`config.mk`:
```
export PLATFORM = sky130hd
export DESIGN_NAME = hsem_lock_ctrl
export DESIGN_NICKNAME = d
export VERILOG_FILES = /design/src/rtl/hsem_lock_ctrl.sv
export SDC_FILE = /design/constraint.sdc
export NUM_CORES = 1
export LEC_CHECK = 0
export ABC_CLOCK_PERIOD_IN_PS = 2950
export BUFFER_PORTS_ARGS = -buffer_cell sky130_fd_sc_hd__buf_2
export CORE_MARGIN = 2
export CORE_UTILIZATION = 30
export DETAILED_ROUTE_END_ITERATION = 6
export GPL_TIMING_DRIVEN = 1
export SYNTH_ARGS = -nofsm -noshare
export SYNTH_HDL_FRONTEND = slang
export SYNTH_SLANG_ARGS = --single-unit
```
`constraint.sdc`:
```
create_clock -name hclk -period 2.95 [get_ports hclk]
set_input_delay 0.1475 -clock hclk [delete_from_list [all_inputs] [get_ports hclk]]
set_output_delay 0.1475 -clock hclk [all_outputs]
set_load 0.005 [all_outputs]
```
`src/rtl/hsem_lock_ctrl.sv`:
```
// hsem_lock_ctrl: two-core hardware semaphore lock engine with collision arbitration.
// Optional macro HSEM_PROCID_EN: ownership is (core, pid) instead of core only.
`ifndef SEMERR_WIDTH
`define SEMERR_WIDTH 32
`endif

module hsem_lock_ctrl #(
    parameter int SEM_NUM = 8,
    parameter int IDX_W   = 5,
    parameter int PID_W   = 8
) (
    input  logic                     hclk,
    input  logic                     hresetn,
    input  logic                     req_vld_0,
    input  logic [1:0]               req_op_0,
    input  logic [IDX_W-1:0]         req_idx_0,
    input  logic [PID_W-1:0]         req_pid_0,
    input  logic                     req_vld_1,
    input  logic [1:0]               req_op_1,
    input  logic [IDX_W-1:0]         req_idx_1,
    input  logic [PID_W-1:0]         req_pid_1,
    output logic                     rsp_vld_0,
    output logic                     rsp_vld_1,
    output logic [31:0]              rsp_data_0,
    output logic [31:0]              rsp_data_1,
    output logic [`SEMERR_WIDTH-1:0] semerr_0,
    output logic [`SEMERR_WIDTH-1:0] semerr_1,
    output logic                     free_evt_0,
    output logic                     free_evt_1,
    output logic [SEM_NUM-1:0]       sem_lock
);
    localparam int ERR_W = `SEMERR_WIDTH;
    localparam int PV_W  = SEM_NUM * PID_W;

    typedef struct packed {
        logic [SEM_NUM-1:0] lock;
        logic [SEM_NUM-1:0] own;
        logic [PV_W-1:0]    pidv;
    } sem_state_t;

    typedef struct packed {
        logic [31:0]        rsp;
        logic [ERR_W-1:0]   err;
        logic [SEM_NUM-1:0] freed;
        logic [SEM_NUM-1:0] fail;
        logic [SEM_NUM-1:0] got;
    } serve_res_t;

    logic [SEM_NUM-1:0] lock_r, own_r, pend0_r, pend1_r;
    logic [PV_W-1:0]    pid_r;
    logic               ptr_r;
    logic [PID_W-1:0]   pid_in_0_s, pid_in_1_s;
    sem_state_t         st_q_s, st_a_s, st_b_s;
    serve_res_t         res_a_s, res_b_s, res_0_s, res_1_s;
    logic               collide_s, first1_s, evt0_s, evt1_s, ptr_d_s;
    logic [SEM_NUM-1:0] freed_s, pmid0_s, pmid1_s, pend0_d_s, pend1_d_s;

    function automatic logic [PV_W-1:0] set_pid(input logic [PV_W-1:0] pv,
                                                input logic [SEM_NUM-1:0] mask,
                                                input logic [PID_W-1:0] pid);
        logic [PV_W-1:0] r;
        r = pv;
        for (int i = 0; i < SEM_NUM; i++) begin
            if (mask[i]) begin
                r[i*PID_W +: PID_W] = pid;
            end
        end
        return r;
    endfunction

    function automatic logic [31:0] rsp_word(input logic ok, input logic locked,
                                             input logic owner, input logic [PID_W-1:0] pid);
        logic [31:0] w;
        w = 32'h0000_0000;
        w[31] = ok;
        w[30] = locked;
        w[29] = owner;
        w[PID_W-1:0] = pid;
        return w;
    endfunction

    // One core's request applied to a given state; the loser of a collision sees the winner's result.
    function automatic serve_res_t serve(input logic vld, input logic core, input logic [1:0] op,
                                         input logic [IDX_W-1:0] idx, input logic [PID_W-1:0] pid,
                                         input sem_state_t st_i, output sem_state_t st_o);
        serve_res_t         res;
        logic [SEM_NUM-1:0] hit, mine, core_own;
        logic [PID_W-1:0]   cur_pid;
        logic               cur_locked, cur_owner, is_owner;
        res     = '0;
        st_o    = st_i;
        hit     = '0;
        mine    = '0;
        cur_pid = '0;
        for (int i = 0; i < SEM_NUM; i++) begin
            if (idx == IDX_W'(i)) begin
                hit[i]  = 1'b1;
                cur_pid = st_i.pidv[i*PID_W +: PID_W];
            end
        end
        core_own   = core ? st_i.own : ~st_i.own;
        cur_locked = |(st_i.lock & hit);
        cur_owner  = |(st_i.own & hit);
        is_owner   = (|(st_i.lock & core_own & hit)) && (cur_pid == pid);
        if (!vld) begin
            res = '0;
        end else if (op == 2'b11) begin
            mine      = st_i.lock & core_own;
            res.freed = mine;
            res.rsp   = rsp_word(1'b1, 1'b0, 1'b0, {PID_W{1'b0}});
            st_o.lock = st_i.lock & ~mine;
            st_o.own  = st_i.own & ~mine;
            st_o.pidv = set_pid(st_i.pidv, mine, {PID_W{1'b0}});
        end else if (hit == '0) begin
            res.err[3] = 1'b1;
        end else begin
            case (op)
                2'b00, 2'b01: begin
                    if (!cur_locked) begin
                        st_o.lock = st_i.lock | hit;
                        st_o.own  = core ? (st_i.own | hit) : (st_i.own & ~hit);
                        st_o.pidv = set_pid(st_i.pidv, hit, pid);
                        res.got   = hit;
                        res.rsp   = rsp_word(1'b1, 1'b1, core, pid);
                    end else if (is_owner) begin
                        res.got = hit;
                        res.rsp = rsp_word(1'b1, 1'b1, core, pid);
                    end else begin
                        res.fail   = hit;
                        res.err[0] = 1'b1;
                        res.rsp    = rsp_word(1'b0, 1'b1, cur_owner, cur_pid);
                    end
                end
                2'b10: begin
                    if (!cur_locked) begin
                        res.err[2] = 1'b1;
                    end else if (is_owner) begin
                        st_o.lock = st_i.lock & ~hit;
                        st_o.own  = st_i.own & ~hit;
                        st_o.pidv = set_pid(st_i.pidv, hit, {PID_W{1'b0}});
                        res.freed = hit;
                        res.rsp   = rsp_word(1'b1, 1'b0, 1'b0, {PID_W{1'b0}});
                    end else begin
                        res.err[1] = 1'b1;
                        res.rsp    = rsp_word(1'b0, 1'b1, cur_owner, cur_pid);
                    end
                end
                default: res = '0;
            endcase
        end
        return res;
    endfunction

    assign st_q_s   = {lock_r, own_r, pid_r};
    assign sem_lock = lock_r;

    // Arbitration, ordered evaluation of both cores and pending-mask bookkeeping
    always_comb begin
        st_a_s    = st_q_s;
        st_b_s    = st_q_s;
        collide_s = req_vld_0 && req_vld_1 && (req_idx_0 == req_idx_1) &&
                    (32'(req_idx_0) < 32'(SEM_NUM)) &&
                    !((req_op_0 == 2'b11) && (req_op_1 == 2'b11));
        first1_s  = collide_s & ptr_r;
        if (first1_s) begin
            res_a_s = serve(req_vld_1, 1'b1, req_op_1, req_idx_1, pid_in_1_s, st_q_s, st_a_s);
            res_b_s = serve(req_vld_0, 1'b0, req_op_0, req_idx_0, pid_in_0_s, st_a_s, st_b_s);
            res_0_s = res_b_s;
            res_1_s = res_a_s;
        end else begin
            res_a_s = serve(req_vld_0, 1'b0, req_op_0, req_idx_0, pid_in_0_s, st_q_s, st_a_s);
            res_b_s = serve(req_vld_1, 1'b1, req_op_1, req_idx_1, pid_in_1_s, st_a_s, st_b_s);
            res_0_s = res_a_s;
            res_1_s = res_b_s;
        end
        // A failure recorded this cycle still counts when the same cycle frees the semaphore
        freed_s   = res_0_s.freed | res_1_s.freed;
        pmid0_s   = pend0_r | res_0_s.fail;
        pmid1_s   = pend1_r | res_1_s.fail;
        evt0_s    = |(pmid0_s & freed_s);
        evt1_s    = |(pmid1_s & freed_s);
        pend0_d_s = pmid0_s & ~freed_s & ~res_0_s.got;
        pend1_d_s = pmid1_s & ~freed_s & ~res_1_s.got;
        ptr_d_s   = collide_s ? ~ptr_r : ptr_r;
    end

    // Lock state, pending masks, priority pointer and registered per-core responses
    always_ff @(posedge hclk or negedge hresetn) begin
        if (!hresetn) begin
            lock_r     <= '0;
            own_r      <= '0;
            pend0_r    <= '0;
            pend1_r    <= '0;
            ptr_r      <= 1'b0;
            rsp_vld_0  <= 1'b0;
            rsp_vld_1  <= 1'b0;
            rsp_data_0 <= 32'h0000_0000;
            rsp_data_1 <= 32'h0000_0000;
            semerr_0   <= '0;
            semerr_1   <= '0;
            free_evt_0 <= 1'b0;
            free_evt_1 <= 1'b0;
        end else begin
            lock_r     <= st_b_s.lock;
            own_r      <= st_b_s.own;
            pend0_r    <= pend0_d_s;
            pend1_r    <= pend1_d_s;
            ptr_r      <= ptr_d_s;
            rsp_vld_0  <= req_vld_0;
            rsp_vld_1  <= req_vld_1;
            rsp_data_0 <= res_0_s.rsp;
            rsp_data_1 <= res_1_s.rsp;
            semerr_0   <= res_0_s.err;
            semerr_1   <= res_1_s.err;
            free_evt_0 <= evt0_s;
            free_evt_1 <= evt1_s;
        end
    end

`ifdef HSEM_PROCID_EN
    assign pid_in_0_s = req_pid_0;
    assign pid_in_1_s = req_pid_1;

    // Owner pid per semaphore
    always_ff @(posedge hclk or negedge hresetn) begin
        if (!hresetn) begin
            pid_r <= '0;
        end else begin
            pid_r <= st_b_s.pidv;
        end
    end
`else
    logic pid_unused_s;
    assign pid_in_0_s   = '0;
    assign pid_in_1_s   = '0;
    assign pid_r        = '0;
    assign pid_unused_s = ^{req_pid_0, req_pid_1, st_b_s.pidv};
`endif

endmodule

```
### Word level (Yosys, flattened, before mapping)

Cells that the tools add are included.
Widths: inputs -> output; s select.

* multiplexer cells: 233
* eq/ne operators: 21
* reductions and logical operators: 38
* bitwise operators: 62
* order comparisons: 1

Operators with widths (count)
* $mux 80: 27
* $mux 32: 24
* $mux 8: 80
* $pmux 80 s2: 4
* $mux 88: 6
* $and 8x8->8: 38
* $pmux 32 s2: 4
* $mux 60: 4
* $mux 16: 8
* $reduce_or 8->1: 14
* $mux 27: 4
* $not 8->8: 13
* $or 8x8->8: 9
* $mux 1: 68
* $logic_not 8->1: 8
* $eq 5x3->1 const B: 8
* $eq 5x2->1 const B: 4
* $eq 5x1->1 const B: 2
* $logic_not 5->1: 2
* $logic_and 1x1->1: 9
* $eq 2x2->1 const B: 4
* $mux 2: 4
* $eq 5x5->1: 1
* $lt 5x4->1 const B: 1
* other kinds (6): 9

* word-level logic and storage cells: 368
* bits in registers: 165

### Depth between registers and ports, before layout

Gate-level depths: netlist of the first run.

* word-level depth: 38
* depth in mapped cells: 12

### Least setup slack after synthesis of the first run

No wires, ideal clock.

* path kind: register -> register
* start point: register lock_r[5] (netlist: sem_lock[5])
* end point: register free_evt_1
* setup time: 0.126 ns
* clock period less this slack: 2.963 ns
* arrival time: 2.837 ns
* path slack: -0.013 ns
* cell stages (with the launch flop): 10
* cell sequence: dfrtp_1 -> clkbuf_1 -> mux4_2 -> nor4b_1 -> o21ai_0 -> o311a_1 -> a21o_1 -> a22oi_1 -> nand3_1 -> a221o_1

* cells in the longest elaborated chain, start to end: 29
* elaborated cells between the ends (all ways): 109

Ends and longest elaborated chain
* start, declared: line 49 `logic [SEM_NUM-1:0] lock_r, own_r, pend0_r, pend1_r;`
* start signal, assigned: line 204 `lock_r <= st_b_s.lock;`
* $and 8x8->8: line 102 `cur_locked = |(st_i.lock & hit);`
* $reduce_or 8->1: line 102
* $mux 80: line 135 `if (!cur_locked) begin`
* $pmux 80 s2: line 117 `case (op)`
* $mux 80: line 114 `end else if (hit == '0) begin`
* $mux 80: line 107 `end else if (op == 2'b11) begin`
* $mux 80: line 105 `if (!vld) begin`
* $mux 80: line 165 `if (first1_s) begin`
* [... 14 more ...]
* $mux 27: line 114
* $mux 16 or $mux 8 (tied branches): line 107
* $mux 88: line 105
* $mux 88: line 165
* $or 8x8->8 (on tied branches): line 179, 177
* $and 8x8->8 (*): line 181 `evt1_s = |(pmid1_s & freed_s);`
* $reduce_or 8->1 (*): line 181
* named net evt1_s: line 55 `logic collide_s, first1_s, evt0_s, evt1_s, ptr_d_s;`
* end signal, assigned: line 216 `free_evt_1 <= evt1_s;`
* end, declared: line 29 `output logic free_evt_1,`

The timed path passes the listed nets; every way through them passes the cells marked *. The select of a mux whose other input is x is not followed.
A chain may end at the register's enable or synchronous reset.

==> results of run 1 <==
[where the power goes]
group	switching (mW)	leakage [nW]	total [mW]	internal, mW
registers	0.0385	0.690	0.770	0.732
clock network	0.334	0.0731	0.675	0.342
logic	0.527	2.94	0.887	0.360
total	0.899	3.70	2.33	1.43
[through the flow]
| stage | instance area (µm²) | TNS, ns | hold slack, ns | utilization [%] |
|---|---|---|---|---|
| after global routing | 8147 | -1.468 | 0.03965 | 43.41 |
| after CTS | 7874 | -0.5035 | 0.01972 | 41.95 |
| final | 8147 | -0.3876 | -0.02326 | 43.41 |
| after global placement | 7345 | -5.488 | 0.3527 | 39.13 |
| after detailed placement | 7345 | -5.900 | 0.3663 | 39.13 |
| after floorplan | 6196 | 0 | -0.1481 | - |
[area by class of cell]
cell class                      count  area share [%]
Multi-Input combinational cell    665           52.04
Timing Repair Buffer              285           26.09
Sequential cell                    51           15.68
Tap cell                          234           3.594
Clock buffer                        6           1.705
Inverter                           15          0.6911
Clock inverter                      2          0.1997
[cell families (layout without fill, tap and decap cells)]
| kind of cell | count (synthesis) | count (layout) | share of synthesized area [%] |
|---|---|---|---|
| AO/OA/AOI/OAI | 230 | 230 | 28.28 |
| XOR/XNOR | 4 | 4 | 0.6077 |
| buffers and inverters | 174 | 308 | 19.29 |
| flip-flops | 51 | 51 | 22.14 |
| multiplexers | 10 | 10 | 2.214 |
| other | 1 | 114 | 0.06504 |
| AND/OR/NAND/NOR | 307 | 307 | 27.41 |
[synthesized netlist by cell type, types with 5 or more instances]
master	n	share of area [%]
nor3b_1	5	0.65
o21ai_0	52	4.5
buf_2	10	0.87
and2_1	9	0.98
buf_4	115	15
and3_1	11	1.2
nor3_1	27	2.3
a211oi_1	13	1.7
a22oi_1	6	0.78
o21ai_1	6	0.52
o211ai_1	6	0.78
nand3_1	36	3.1
a41oi_1	5	0.76
a221oi_1	5	0.76
nand2b_1	12	1.3
dfrtp_1	51	22
nor2_1	65	4.2
inv_1	14	0.91
a31oi_1	13	1.4
nor2b_1	6	0.65
nand4_1	7	0.76
mux2i_1	6	1.0
nand2_1	85	5.5
a21oi_1	42	3.6
o311ai_0	5	0.76
o22ai_1	8	0.87
clkbuf_1	32	2.1
[state kept, by name, summed over array words and instances (netlist names), 3 cells and up]
name        cells
pend1_r         8
pend0_r         8
rsp_data_1      3
semerr_1        4
semerr_0        4
sem_lock        8
rsp_data_0      3
own_r           8
[layer usage]
| metal | global-route usage (%) | up-vias | wire length (µm) |
|---|---|---|---|
| li1 | - | 3116 | - |
| met2 | 43.55 | 463 | 12710 |
| met3 | 6.405 | 96 | 2864 |
| met1 | 39.10 | 3388 | 12400 |
| met5 | 0 | - | 0 |
| met4 | 14.96 | 0 | 1888 |
[final timing paths]
kind,start,to,cells past startpoint
max in group asynchronous,hresetn,sem_lock[7],2
hold reg to reg,pend0_r[0],free_evt_0,2
setup / recovery,sem_lock[1],rsp_data_1[31],13
min in group hclk,req_vld_0,rsp_vld_0,1
hold / removal,hresetn,sem_lock[1],2
setup reg to reg,sem_lock[1],rsp_data_1[31],13
[repair_timing]
item / 4_1_cts / 5_1_grt
setup buffers: 11 / 14
pin swaps: 18 / 23
resized for setup: 55 / 44
cloned: 1 / 1
endpoints found under the setup margin: 39 / 45
==> impl_metrics.csv, run 1 <==
group,metric,value,unit
layout,drive_above_1_share,37.79,%
sta,fmax,332.4,MHz
floorplanning,die-area,20340,µm²
clock_tree,clock_sinks,51,
min_path,min_path_type,"in2async",
run_status,status,"complete, but fails checks",
global_routing,grt_pass1_wl,42910,µm
place,place_inst,1229,
layout,finalNonFillerCells,1258,
clock_tree,cts_buffers,5,
place,place_ws,-0.2784,ns
yosys,synth-seq-area-share,22.14,%
worst_setup_path,cpMostUsedCell,"buf_6",
power_and_ir_drop,p_leak,3.700,nW
clock_tree,clk_latency,0.32,ns
layout,layout_common_cells,"224 x buf_4, 114 x conb_1, 84 x nand2_1",
floorplanning,fp.coreArea,18770,µm²
worst_setup_path,cp_slowest_cell,"or4_4",
worst_setup_path,start_kind,"flip-flop",
power_and_ir_drop,finalPower,2.332,mW
layout,regArea,1277,µm²
worst_setup_path,max_stage_delay,0.50,ns
worst_setup_path,criticalPathCategory,"reg2reg",
yosys,yosysWarnings,0,
global_routing,grt_use_total,29.05,%
sta,hold_violations,21,
global_routing,antenna_found_initial,0,
sta,fin_crit_sh,102.0,%
drt,drt_iter0_drc,751,
power_and_ir_drop,p_per_area,286.3,nW/µm²
drt,viasPerCell,5.614,
sta,drv_slew,0,
floorplanning,fp.dieH,142.6,µm
sta,timing.final.ws_setup,-0.05887,ns
clock_tree,ctsLongestPathBuffers,2,
flow_run,maxCapViolations,0,
global_routing,grt_max_degree,52,
power_and_ir_drop,vdd_ir_drop_max,0.2197,mV
drt,routed_wl,29870,µm
drt,drt_pass1_iterations,6,
drt,drc_errors,0,
floorplanning,fp-row-count,50,
worst_setup_path,crit_family,"compound AO/OA/AOI/OAI gates",
clock_tree,cts_max_level,2,
sta,finClkSkew,0.01125,ns
place,dp_hpwl,23880,µm
clock_tree,hold_buffers,0,
sta,relSlewSlack,43.97,%
sta,setup_violations,10,
run_status,violations,"negative hold slack, negative setup slack",
worst_setup_path,path_max_fanout,5,
drt,post_drt_wl_per_cell,23.74,µm
yosys,synth_ff_type,"dfrtp_1",
sta,worstMarginPinSlew,0.8317,ns
layout,multiInputGateArea,4239,µm²
layout,num-fill-cells,1925,
worst_setup_path,worst_ep_required_time,3.17,ns
worst_setup_path,path_cells,"mux2_4, a32o_2, buf_6, o31a_1, nand4_1, buf_4, o21ai_4, or4_4, a211oi_4, buf_12, buf_6, a31o_1, a21oi_2",
layout,diodes,0,
worst_setup_path,worstSetupEndpointType,"flip-flop",
place,io_buffers,43,
sta,min_period,3.009,ns
layout,final_common_cell,"buf_4",
floorplanning,io_pins,174,
layout,finalNetCount,1057,
yosys,syn_area,5766,µm²
place,place_congestion,1.046,
clock_tree,path_clk_slew,0.09,ns
floorplanning,fp.dieW,142.6,µm
sta,whs,-0.02326,ns
clock_tree,clockRootBuffer,"clkbuf_16",
yosys,synth_cells,777,
yosys,synth_edf_count,0,
yosys,avgSynthCellArea,7.420,µm²
layout,layout-area-overhead-vs-synth,41.30,%
floorplanning,initial_core_util,30.72,%
yosys,synth_seq_cells,51,
clock_tree,cts_tree,"done",
global_routing,grt_pass1_vias,6541,
sta,rsz0062_at_grt,"true",
worst_setup_path,cp.arrival,3.23,ns
global_routing,grt_overflow,0,
worst_setup_path,r2r_slack,-0.06,ns
drt,vias,7063,
yosys,synthArstFlopShare,100.0,%
yosys,synth.distinct_cells,93,
drt,ant_nets,0,
worst_setup_path,cp_num_buf_inv,4,
Power figures use the tool's default switching activity.
==> run 2, diff against run 1 <==
--- a/config.mk
+++ b/config.mk
@@ -7,6 +7,7 @@
 export LEC_CHECK = 0
 export ABC_CLOCK_PERIOD_IN_PS = 2950
 export BUFFER_PORTS_ARGS = -buffer_cell sky130_fd_sc_hd__buf_2
+export CORE_ASPECT_RATIO = 0.7
 export CORE_MARGIN = 2
 export CORE_UTILIZATION = 30
 export DETAILED_ROUTE_END_ITERATION = 6
==> impl_metrics.csv, run 2 (synthesized netlist as in run 1, its figures left out) <==
group,metric,value,unit
global_routing,grt_overflow,0,
worst_setup_path,worstSetupEndpointType,"flip-flop",
worst_setup_path,worst_ep_required_time,3.14,ns
power_and_ir_drop,p_per_area,297.1,nW/µm²
power_and_ir_drop,power.internal,1.520,mW
power_and_ir_drop,p_clk_share,31.3,%
flow_run,maxCapViolations,0,
clock_tree,path_clk_slew,0.08,ns
global_routing,grt_pass1_wl,43420,µm
layout,diodes,0,
floorplanning,fp.coreArea,18870,µm²
clock_tree,ctsLongestPathBuffers,2,
drt,wl_met2,12100,µm
sta,fmax,335.4,MHz
floorplanning,fp.dieH,120.0,µm
clock_tree,clk_latency,0.32,ns
sta,fin_crit_sh,101.1,%
clock_tree,cts_tree,"done",
worst_setup_path,cp.arrival,3.17,ns
sta,min_period,2.981,ns
clock_tree,clock_sinks,51,
drt,vias,7157,
layout,num-fill-cells,1978,
power_and_ir_drop,p_seq_share,32.1,%
run_status,status,"complete, but fails checks",
layout,layout-area-overhead-vs-synth,41.32,%
sta,whs,-0.01852,ns
layout,final_common_cell,"buf_4",
layout,finalNetCount,1054,
worst_setup_path,start_kind,"flip-flop",
clock_tree,hold_buffers,0,
sta,rsz0062_at_grt,"true",
power_and_ir_drop,vdd_ir_drop_max,0.2059,mV
sta,drv_slew,0,
global_routing,grt_pass1_vias,6561,
clock_tree,clockRootBuffer,"clkbuf_16",
drt,post_drt_wl_per_cell,24.49,µm
drt,wl_met1,13090,µm
clock_tree,cts_buffers,5,
place,place_congestion,1.035,
global_routing,grt_use_total,29.48,%
power_and_ir_drop,pwr-share-comb,36.5,%
sta,hold_violations,30,
drt,drt_iter0_drc,770,
power_and_ir_drop,finalPower,2.421,mW
run_status,violations,"negative hold slack, negative setup slack",
drt,drc_errors,0,
sta,relSlewSlack,49.05,%
sta,finClkSkew,0.01085,ns
place,dp_hpwl,24460,µm
floorplanning,io_pins,174,
drt,viasPerCell,5.667,
min_path,min_path_type,"in2async",
sta,setup_violations,5,
floorplanning,fp-row-count,42,
layout,drive_above_1_share,38.79,%
place,place_inst,1239,
drt,ant_nets,0,
layout,finalNonFillerCells,1263,
place,io_buffers,43,
drt,top_layer_used,"met4",
global_routing,antenna_found_initial,0,
floorplanning,die-area,20360,µm²
power_and_ir_drop,swShare,37.22,%
layout,layout_common_cells,"223 x buf_4, 114 x conb_1, 81 x nand2_1",
worst_setup_path,criticalPathCategory,"reg2reg",
sta,timing.final.ws_setup,-0.03132,ns
drt,routed_wl,30930,µm
place,place_ws,-0.4148,ns
floorplanning,fp.dieW,169.7,µm
drt,drt_pass1_iterations,5,
power_and_ir_drop,switchingPower,0.9009,mW
worst_setup_path,path_max_fanout,8,
drt,wl_met3,4786,µm
floorplanning,initial_core_util,30.56,%
sta,worstMarginPinSlew,0.7643,ns
global_routing,grt_max_degree,52,
clock_tree,cts_max_level,2,
power_and_ir_drop,p_leak,3.691,nW
-- run 2: worst paths after layout --
kind / from / to / slack [ns] / cells past startpoint
worst max-delay path: sem_lock[7] / free_evt_1 / -0.03 / 11
max in group asynchronous: hresetn / sem_lock[2] / 2.43 / 2
worst min register to register: pend0_r[6] / pend0_r[6] / 0.53 / 2
worst max register to register: sem_lock[7] / free_evt_1 / -0.03 / 11
min in group hclk: req_vld_1 / rsp_vld_1 / 0.10 / 2
worst min-delay path: hresetn / semerr_0[1] / -0.02 / 2
-- run 2: per-layer routing --
layer | vias to the layer above | track usage (%)
met1 | 3478 | 43.08
met5 | - | 0
li1 | 3116 | -
met2 | 490 | 39.36
met3 | 73 | 11.74
met4 | 0 | 7.906
-- run 2: power by group through the flow --
stage	registers (mW)	logic, mW	clock network [mW]
after detailed placement	0.787	0.771	0
after global placement	0.789	0.779	0
after global routing	0.781	0.929	0.792
after CTS	0.775	0.796	0.773
final	0.778	0.884	0.759
after floorplan	0.769	0.479	0
-- run 2: cell type report --
| class | instances | area [µm²] | area share, % |
|---|---|---|---|
| clock buffer | 6 | 138.9 | 1.705 |
| clock inverter | 2 | 38.79 | 0.4760 |
| inverter | 15 | 56.30 | 0.6910 |
| multi-input combinational | 665 | 4222 | 51.81 |
| sequential | 51 | 1281 | 15.72 |
| tap | 242 | 302.8 | 3.716 |
| timing repair buffer | 282 | 2108 | 25.88 |
-- run 2: what timing repair did --
| item | in CTS | in global routing |
|---|---|---|
| buffers inserted | 8 | 7 |
| cloned | 1 | 1 |
| setup endpoints to repair | 32 | 44 |
| resized for setup | 29 | 80 |
| pin swaps | 7 | 38 |
-- run 2: through the flow --
stage	cell area [µm²]	TNS (ns)	utilization [%]
after CTS	7762	-0.01451	41.15
after detailed placement	7370	-11.86	39.06
after global routing	8148	-1.313	43.19
after global placement	7370	-12.72	39.06
after floorplan	6196	0	-
final	8148	-0.08180	43.19
-- run 2: critical path: stages, from the launching register on --
cell	delay [ns]
dfrtp_1	0.40
buf_6	0.16
mux4_2	0.59
nor4_2	0.30
buf_4	0.17
nor3b_1	0.06
nor3b_1	0.14
or3_4	0.41
buf_4	0.18
nand2_1	0.07
nand4_1	0.09
a221o_1	0.28
